## src/rtl/drum_pkg.sv

```systemverilog
// drum_pkg: shared state encoding and sizing for the drum step sequencer.
package drum_pkg;
  typedef enum logic [1:0] {IDLE = 2'd0, RUN = 2'd1, PAUSE = 2'd2} state_e;
  localparam int STEPS = 16;
  localparam int TRACKS = 4;
  localparam int DEFAULT_MAX_BPM = 300;
endpackage

```

## src/rtl/step_timer.sv

```systemverilog
// step_timer: phase accumulator that fires once per 16th note at the clamped tempo.
module step_timer #(
  parameter int CLK_HZ = 50_000_000
) (
  input  logic        clock,
  input  logic        reset,
  input  logic        en,
  input  logic        clr,
  input  logic [13:0] tempo_c,
  output logic        fire
);
  // Four 16ths per beat and 60 s per minute: fire when acc reaches CLK_HZ*60/4.
  localparam logic [31:0] THRESH = 32'(CLK_HZ * 15);
  logic [30:0] acc_q, acc_d;
  logic [31:0] sum, diff;
  always_comb begin
    sum = {1'b0, acc_q} + {18'd0, tempo_c};
    diff = sum - THRESH;
    fire = en && sum >= THRESH;
    acc_d = clr ? '0 : fire ? diff[30:0] : en ? sum[30:0] : acc_q;
  end
  always_ff @(posedge clock) begin
    if (!reset) acc_q <= '0;
    else acc_q <= acc_d;
  end
endmodule

```

## src/rtl/step_scheduler.sv

```systemverilog
// step_scheduler: transport FSM, 16-step counter and 4-track pattern lookup.
module step_scheduler import drum_pkg::*; #(
  parameter int CLK_HZ = 50_000_000,
  parameter int MAX_BPM = DEFAULT_MAX_BPM
) (
  input  logic        clock,
  input  logic        reset,
  input  logic [13:0] tempo,
  input  logic        start,
  input  logic        pause,
  input  logic        stop,
  input  logic [63:0] pattern,
  output logic [3:0]  step,
  output logic        step_pulse,
  output logic [3:0]  trig,
  output logic        beat_pulse,
  output logic        bar_pulse,
  output logic [1:0]  state
);
  state_e state_q, state_d;
  logic [3:0] step_q, step_d, trig_q, trig_d;
  logic pulse_q, pulse_d, beat_q, beat_d, bar_q, bar_d;
  logic [13:0] tempo_c;
  logic go, en, clr, fire;
  step_timer #(.CLK_HZ(CLK_HZ)) u_timer (
    .clock(clock), .reset(reset), .en(en), .clr(clr), .tempo_c(tempo_c), .fire(fire)
  );
  always_comb begin
    tempo_c = (tempo > 14'(MAX_BPM)) ? 14'(MAX_BPM) : tempo;
    go = start && !stop && state_q == IDLE;
    state_d = stop ? IDLE : (pause && state_q == RUN) ? PAUSE : (start && state_q != RUN) ? RUN : state_q;
    // Accumulate only in cycles that stay in RUN, so pause and stop never emit a step.
    en = state_q == RUN && !stop && !pause;
    clr = stop || go;
    pulse_d = go || fire;
    step_d = clr ? '0 : fire ? step_q + 4'd1 : step_q;
    trig_d = '0;
    for (int t = 0; t < TRACKS; t++) trig_d[t] = pulse_d && pattern[{2'(t), step_d}];
    beat_d = pulse_d && step_d[1:0] == 2'd0;
    bar_d = pulse_d && step_d == 4'd0;
  end
  always_ff @(posedge clock) begin
    if (!reset) begin
      state_q <= IDLE;
      step_q <= '0;
      trig_q <= '0;
      pulse_q <= 1'b0;
      beat_q <= 1'b0;
      bar_q <= 1'b0;
    end else begin
      state_q <= state_d;
      step_q <= step_d;
      trig_q <= trig_d;
      pulse_q <= pulse_d;
      beat_q <= beat_d;
      bar_q <= bar_d;
    end
  end
  assign step = step_q;
  assign step_pulse = pulse_q;
  assign trig = trig_q;
  assign beat_pulse = beat_q;
  assign bar_pulse = bar_q;
  assign state = state_q;
endmodule
```

## config.mk

```make
export PLATFORM = sky130hd
export DESIGN_NAME = step_scheduler
export DESIGN_NICKNAME = d
export VERILOG_FILES = /design/src/rtl/drum_pkg.sv /design/src/rtl/step_timer.sv /design/src/rtl/step_scheduler.sv
export SDC_FILE = /design/constraint.sdc
export NUM_CORES = 1
export LEC_CHECK = 0
export BUFFER_PORTS_ARGS = -buffer_cell sky130_fd_sc_hd__buf_2
export CORE_MARGIN = 1
export CORE_UTILIZATION = 25
export CTS_CLUSTER_DIAMETER = 200
export DETAILED_ROUTE_END_ITERATION = 12
export PLACE_DENSITY = 0.38
export REMOVE_ABC_BUFFERS = 1
export SLEW_MARGIN = 20
export SYNTH_ARGS = -nofsm -noshare
export SYNTH_HDL_FRONTEND = slang
export SYNTH_SLANG_ARGS = --single-unit
```

## constraint.sdc

```tcl
create_clock -name clock -period 6.75 [get_ports clock]
set_clock_uncertainty 0.15 [all_clocks]
set_input_delay 1.0125 -clock clock [delete_from_list [all_inputs] [get_ports clock]]
set_output_delay 1.0125 -clock clock [all_outputs]
set_load 0.02 [all_outputs]
```

==> results of run 1 <==
## final timing paths
| path | from | end | depth (start not counted) |
|---|---|---|---|
| worst max-delay path | tempo[0] | trig[3] | 22 |
| worst min-delay path | u_timer.acc_q[30] | u_timer.acc_q[30] | 2 |
| worst max register to register | u_timer.acc_q[0] | trig[3] | 16 |
| worst min register to register | u_timer.acc_q[30] | u_timer.acc_q[30] | 2 |
## cells in the final DEF (no fill, tap or decap), types with 5 or more instances in the layout
master     count
mux2i_1       25
a21o_1        12
and2_1        18
nor2b_1        7
xor2_1        14
nand2b_1      12
nand3_1       14
conb_1         5
o21ai_0       27
nor2_1        51
a211oi_1      15
nand2_1       79
inv_1          9
nor3_1         9
buf_2         95
clkbuf_16      5
ha_1          17
a21oi_1       79
a31oi_1        5
xnor2_1       26
and3_1         9
nand4_1        6
or3_1         11
a22oi_1        8
dfxtp_1       44
o21ai_1        6
buf_4         15
## cells by family (layout without fill, tap and decap cells)
kind of cell	Yosys count	after routing	synth area share
xor gates and xnor gates	43	43	0.0820
muxes	29	29	0.0632
and+or+nand+nor	257	257	0.277
adders and majority gates	18	18	0.0471
buffers and inverters	44	127	0.0417
other	1	5	0.000758
AOI/OAI and AO/OA	218	218	0.310
DFF	44	44	0.178
## final cells by class
type,instances,area [um^2]
Clock buffer,6,139
Clock inverter,2,38.8
Fill cell,2181,13500
Inverter,9,33.8
Multi-Input combinational cell,570,3880
Sequential cell,44,881
Tap cell,265,332
Timing Repair Buffer,110,588
## per-stage QoR
step	instance area [um^2]	utilization	setup WS (ns)	power (mW)	cells
final	5890	0.304	0.586	0.665	1006
after global routing	5890	0.304	0.00277	0.699	1006
after CTS	5890	0.304	0.527	0.679	1006
after detailed placement	5710	0.295	0.251	0.365	998
after global placement	5710	0.295	0.349	0.364	998
after floorplan	4790	-	0.708	0.320	623
## power breakdown
group	switching (mW)	internal, mW
registers	0.00116	0.262
clock network	0.120	0.186
logic	0.0527	0.0434
total	0.174	0.491
## critical path: cells and delay by family
kind	cells	cell delay [ns]
AND/OR/NAND/NOR	6	1.85
AO/OA/AOI/OAI	11	2.36
adder cells (fa/ha/maj)	2	0.59
buffers and inverters	2	0.17
XOR/XNOR	1	0.17
## routing by layer
| layer | track usage | vias up | wire length [um] |
|---|---|---|---|
| met5 | 0 | - | 0 |
| met4 | 0.0470 | 0 | 213 |
| met3 | 0.0278 | 12 | 740 |
| met2 | 0.266 | 112 | 7530 |
| met1 | 0.215 | 2349 | 7570 |
| li1 | - | 2568 | - |
## registers in the layout (all words and copies together), names as in the netlist
signal / count
trig: 4
step: 4
step_pulse: 1
beat_pulse: 1
bar_pulse: 1
u_timer.acc_q: 31
state: 2
==> reports/metrics.yaml, run 1 <==
sta:
  min_period_over_period: 0.913
  tightest_slew_ns: 0.835
  slew_violations: 0
  grt_setup_unrepaired: "false"
  hold_viol_final: 0
  fmax_mhz: 162
  post-route-min-period_ns: 6.16
  fin_setup_tns_ns: 0
  finalSetupViolCount: 0
  slew_headroom: 0.441
  hold_ws_ns: 0.300
global_route:
  grt_start_max_net_pins: 34
  grt-ovfl-total: 0
  grt_pass1_vias: 4877
  grt_pass1_wl_um: 25500
  antenna_found_initial: 1
  track_usage: 0.162
finish:
  finalNetCount: 841
  area_delta_synth_final_pct: 19.1
  drive_gt1_frac: 0.229
  diodes: 0
routing:
  drt_first_pass_iters: 4
  via_per_inst: 5.01
  drt_iter0_markers: 224
  drtAntennaViolNets: 0
  wire_per_inst_um: 16.0
  drc: 0
  wl_um: 16100
  vias: 5041
critical_path:
  crit_slowest_cell: "or2_1"
  r2r_setup_slack_ns: 1.79
  end_kind: "flip-flop"
  path_cells: "buf_2, o211a_1, o21ai_0, nand2_1, a21oi_1, and2_1, ha_1, inv_1, fa_1, nand2b_1, a21oi_4, o211a_1, o21ai_1, xor2_1, or2_2, o21bai_1, nor3_4, or2_1, a21oi_1, a211oi_1, o32ai_1, a2111oi_1"
  critPathRequiredTime_ns: 6.78
  start_kind: "input pin"
  cp_max_fo: 16
  crit_type: "input pin to flip-flop"
  cpPeakStageDelay_ns: 0.59
  arrival_ns: 6.19
power:
  p_leak_nw: 2.30
  powerDensity_mw_per_mm2: 113
  max-vdd-ir-drop_mv: 0.0880
logic_synthesis:
  synth-seq-area-share: 0.178
  synthFlopType: "dfxtp_1"
  avgSynthCellArea_um2: 7.56
  synth_area_mm2: 0.00495
  yosysWarnings: 0
  synthArstFlopShare: 0
  synth-edff-count: 0
  ys_top_cells_by_count: "79 x a21oi_1, 79 x nand2_1, 51 x nor2_1"
  synth_top_area_share: 0.178
  synthCells: 654
  yosys-top-cells-area: "dfxtp_1 18%, a21oi_1 8.0%, nand2_1 6.0%"
  ys_ff_latch: 44
  yosys.area.top_type: "dfxtp_1"
  synth_cell_types: 96
place:
  place_congestion: 0.804
  place.port_buffers: 95
  dpl.hpwl_um: 12400
die:
  die_area_mm2: 0.0204
  core_area_mm2: 0.0194
  rows: 51
  ios: 96
  die_w_um: 143
  floorplan.initialDensity: 0.255
  die_h_um: 143
clocking:
  clk_pin_slew_ns: 0.07
  cts_buffers: 5
  cts-resized-gates: 0
  cts_root_buffer: "clkbuf_16"
  cts_tree: "built"
  ctsHoldBuffers: 0
  clockBufferDepth: 2
  cts_num_sinks: 44
  ctsHtreeMaxLevel: 2
  clock_latency_ns: 0.30
  cts_setup_buffers: 0
hold_path:
  hold_class: "flip-flop to flip-flop"
flow_run:
  cap_violations: 0
outcome:
  status: "complete, no violations"
(Power assumes the default switching activity.)
==> run 2, diff against run 1 <==
--- a/config.mk
+++ b/config.mk
@@ -6,7 +6,7 @@
 export NUM_CORES = 1
 export LEC_CHECK = 0
 export BUFFER_PORTS_ARGS = -buffer_cell sky130_fd_sc_hd__buf_2
-export CORE_MARGIN = 1
+export CORE_MARGIN = 4
 export CORE_UTILIZATION = 25
 export CTS_CLUSTER_DIAMETER = 200
 export DETAILED_ROUTE_END_ITERATION = 12
@@ -15,4 +15,5 @@
 export SLEW_MARGIN = 20
 export SYNTH_ARGS = -nofsm -noshare
 export SYNTH_HDL_FRONTEND = slang
+export SYNTH_HIERARCHICAL = 1
 export SYNTH_SLANG_ARGS = --single-unit
==> constraint.sdc (replaced) <==
create_clock -name clock -period 6.7 [get_ports clock]
set_clock_uncertainty 0.15 [all_clocks]
set_input_delay 1.005 -clock clock [delete_from_list [all_inputs] [get_ports clock]]
set_output_delay 1.005 -clock clock [all_outputs]
set_load 0.02 [all_outputs]
==> run 2 against run 1 <==
Compared with the run above: final area grew 2.1%; hold slack gained 0.0052 ns; first-iteration DRC count grew 5.8%; critical path type unchanged; critical endpoint is now trig[0].
==> reports/metrics.yaml, run 2 <==
outcome:
  status: "complete, no violations"
sta:
  slew_headroom: 0.418  # -0.0230
  hold_viol_final: 0  # unchanged
  finalSetupViolCount: 0  # unchanged
  slew_violations: 0  # unchanged
  min_period_over_period: 0.934
  fmax_mhz: 160
  hold_ws_ns: 0.305  # +0.00516 ns
  grt_setup_unrepaired: "false"
  post-route-min-period_ns: 6.26
  tightest_slew_ns: 0.871  # +0.0364 ns
logic_synthesis:
  avgSynthCellArea_um2: 8.03  # +6.1%
  yosys.area.top_type: "dfxtp_1"
  synthCells: 641  # -2.0%
  synthArstFlopShare: 0  # unchanged
  synth_most_common_cell: "nand2_1"
  synth_cell_types: 109  # +14%
  synth_top_area_share: 0.171  # -0.00689
  synthFlopType: "dfxtp_1"
  ys_ff_latch: 44  # unchanged
  synth-edff-count: 0  # unchanged
  synth_area_mm2: 0.00514  # +4.0%
  yosysWarnings: 6  # +6
  synth-seq-area-share: 0.171  # -0.00689
  ys_top_cells_by_count: "62 x nand2_1, 48 x a21oi_1, 48 x nor2_1"
  yosys-top-cells-area: "dfxtp_1 17%, a21oi_1 4.7%, nand2_1 4.5%"
clocking:
  ctsHoldBuffers: 0  # unchanged
  cts-resized-gates: 0  # unchanged
  cts_tree: "built"
  clk_pin_slew_ns: 0.07  # about the same
  cts_setup_buffers: 0  # unchanged
  clock_latency_ns: 0.30  # about the same
  cts_buffers: 5  # unchanged
  ctsHtreeMaxLevel: 2  # unchanged
  clockBufferDepth: 2  # unchanged
  cts_num_sinks: 44  # unchanged
  cts_root_buffer: "clkbuf_16"
routing:
  wl_um: 16900  # +5.4%
  drt_first_pass_iters: 4  # unchanged
  wire_per_inst_um: 16.9  # +5.9%
  drc: 0  # unchanged
  vias: 5242  # +4.0%
  drtAntennaViolNets: 0  # unchanged
  via_per_inst: 5.24  # +4.5%
  drt_iter0_markers: 237  # +5.8%
flow_run:
  cap_violations: 0  # unchanged
hold_path:
  hold_class: "flip-flop to flip-flop"
power:
  p_total_mw: 0.660  # -0.72%
  clockPowerShare: 0.459  # about the same
  p_seq_frac: 0.401  # +0.006
  max-vdd-ir-drop_mv: 0.127  # +45%
  p_comb_frac: 0.140  # -0.005
  power_switching_share: 0.268  # +0.00680
  powerDensity_mw_per_mm2: 110  # -2.7%
  intPower_mw: 0.483  # -1.6%
  power.switching_mw: 0.177  # +1.9%
  p_leak_nw: 2.24  # -2.5%
global_route:
  grtUsageMet3: 0.0280  # +0.000126
  antenna_found_initial: 1  # unchanged
  grt_start_max_net_pins: 40  # +18%
  globalRouteMet1Util: 0.198  # -0.0173
  track_usage: 0.148  # -0.0132
  busiest_layer: "met2"
  grt-ovfl-total: 0  # unchanged
  gr-usage-met2: 0.250  # -0.0164
  grt_pass1_vias: 5238  # +7.4%
  grt_pass1_wl_um: 27400  # +7.4%
finish:
  area_delta_synth_final_pct: 16.9
  finalNetCount: 830  # -1.3%
  max_flop_register: "u_timer/acc_q"
  final_common_cell: "buf_2"
  largest_reg_flops: 31  # unchanged
  drive_gt1_frac: 0.265  # +0.0360
  finalInstanceArea_mm2: 0.00601  # +2.1%
  diodes: 0  # unchanged
  mostFrequentLayoutCells: "95 x buf_2, 62 x nand2_1, 48 x nor2_1, 48 x a21oi_1, 44 x dfxtp_1"
place:
  place.port_buffers: 95  # unchanged
  postPlaceCellArea_mm2: 0.00584  # +2.2%
  dpl.hpwl_um: 13200  # +6.0%
  place_congestion: 0.813  # +1.1%
die:
  die_h_um: 151  # +6.2%
  core_area_mm2: 0.0202  # +4.3%
  die_w_um: 151  # +6.2%
  die_area_mm2: 0.0229  # +13%
  ios: 96  # unchanged
  rows: 52  # +2.0%
  floorplan.initialDensity: 0.254  # -0.000700
critical_path:
  cpPeakStageDelay_ns: 0.56  # -0.03 ns
  start_kind: "input pin"
  critPathRequiredTime_ns: 6.75  # -0.03 ns
  crit_type: "input pin to flip-flop"
  cp_max_fo: 10  # -6
  end_kind: "flip-flop"
  crit_slowest_cell: "xnor2_2"
  arrival_ns: 6.31  # +0.12 ns
run 2: cell types whose count changed after synthesis, moves of 7 or more:
cell      previous run  this run
a21oi_1             79        48
nand2_1             79        62
and2_1              18         8
mux2i_1             25        16
xnor2_1             26        16
nand3_1             14        24
o211ai_1             4        11
clkbuf_1            17         8
o221ai_1             0        11
run 2: critical path, delay by kind of cell:
kind / cells / cell delay, ns
AOI/OAI and AO/OA: 11 / 2.47
and+or+nand+nor: 7 / 1.08
buffers and inverters: 4 / 0.62
adders and majority gates: 2 / 0.56
xor gates and xnor gates: 1 / 0.56
run 2: area by class of cell:
| cell class | instances | area [um^2] |
|---|---|---|
| Clock inverter | 3 | 46.3 |
| Timing Repair Buffer | 115 | 626 |
| Multi-Input combinational cell | 548 | 3940 |
| Fill cell | 2212 | 14200 |
| Clock buffer | 5 | 125 |
| Sequential cell | 44 | 881 |
| Inverter | 16 | 60.1 |
| Tap cell | 270 | 338 |
run 2: final timing paths:
kind                        to  slack (ns)  depth (start not counted)              start
max                    trig[0]        0.44                         25           tempo[0]
min          u_timer/acc_q[30]        0.30                          1  u_timer/acc_q[30]
max reg2reg            trig[0]        1.72                         19   u_timer/acc_q[0]
min reg2reg  u_timer/acc_q[30]        0.30                          1  u_timer/acc_q[30]
run 2: cell families after synthesis:
logic type                 Yosys count  synth area share
adders and majority gates           17            0.0428
xor gates and xnor gates            32            0.0625
DFF                                 44             0.171
AOI/OAI and AO/OA                  228             0.345
buffers and inverters               53            0.0679
and+or+nand+nor                    239             0.247
other                                1          0.000729
muxes                               27            0.0625
run 2: stage by stage:
step	std cells	utilization	setup slack, ns	setup TNS (ns)
floorplan	608	-	-1.78	-13.06
global placement	993	0.289	0.255	0
detailed placement	993	0.289	0.161	0
CTS	1001	0.297	0.464	0
global route	1001	0.297	0.0359	0
finish	1001	0.297	0.439	0
run 2: power by group through the flow:
stage | registers, mW | logic [mW] | clock network, mW
2_1_floorplan | 0.273 | 0.0456 | 0
4_1_cts | 0.264 | 0.0928 | 0.317
3_3_place_gp | 0.271 | 0.0923 | 0
5_1_grt | 0.265 | 0.102 | 0.326
6_report | 0.264 | 0.0924 | 0.303
3_5_place_dp | 0.271 | 0.0923 | 0
run 2: layer usage:
layer  wire length [um]  share of wire  vias to the layer above
li1                   -              -                     2615
met1               8140           0.48                     2496
met2               7890           0.47                      117
met3                688          0.041                       12
met4                192          0.011                        2
met5                 12        0.00071                        -
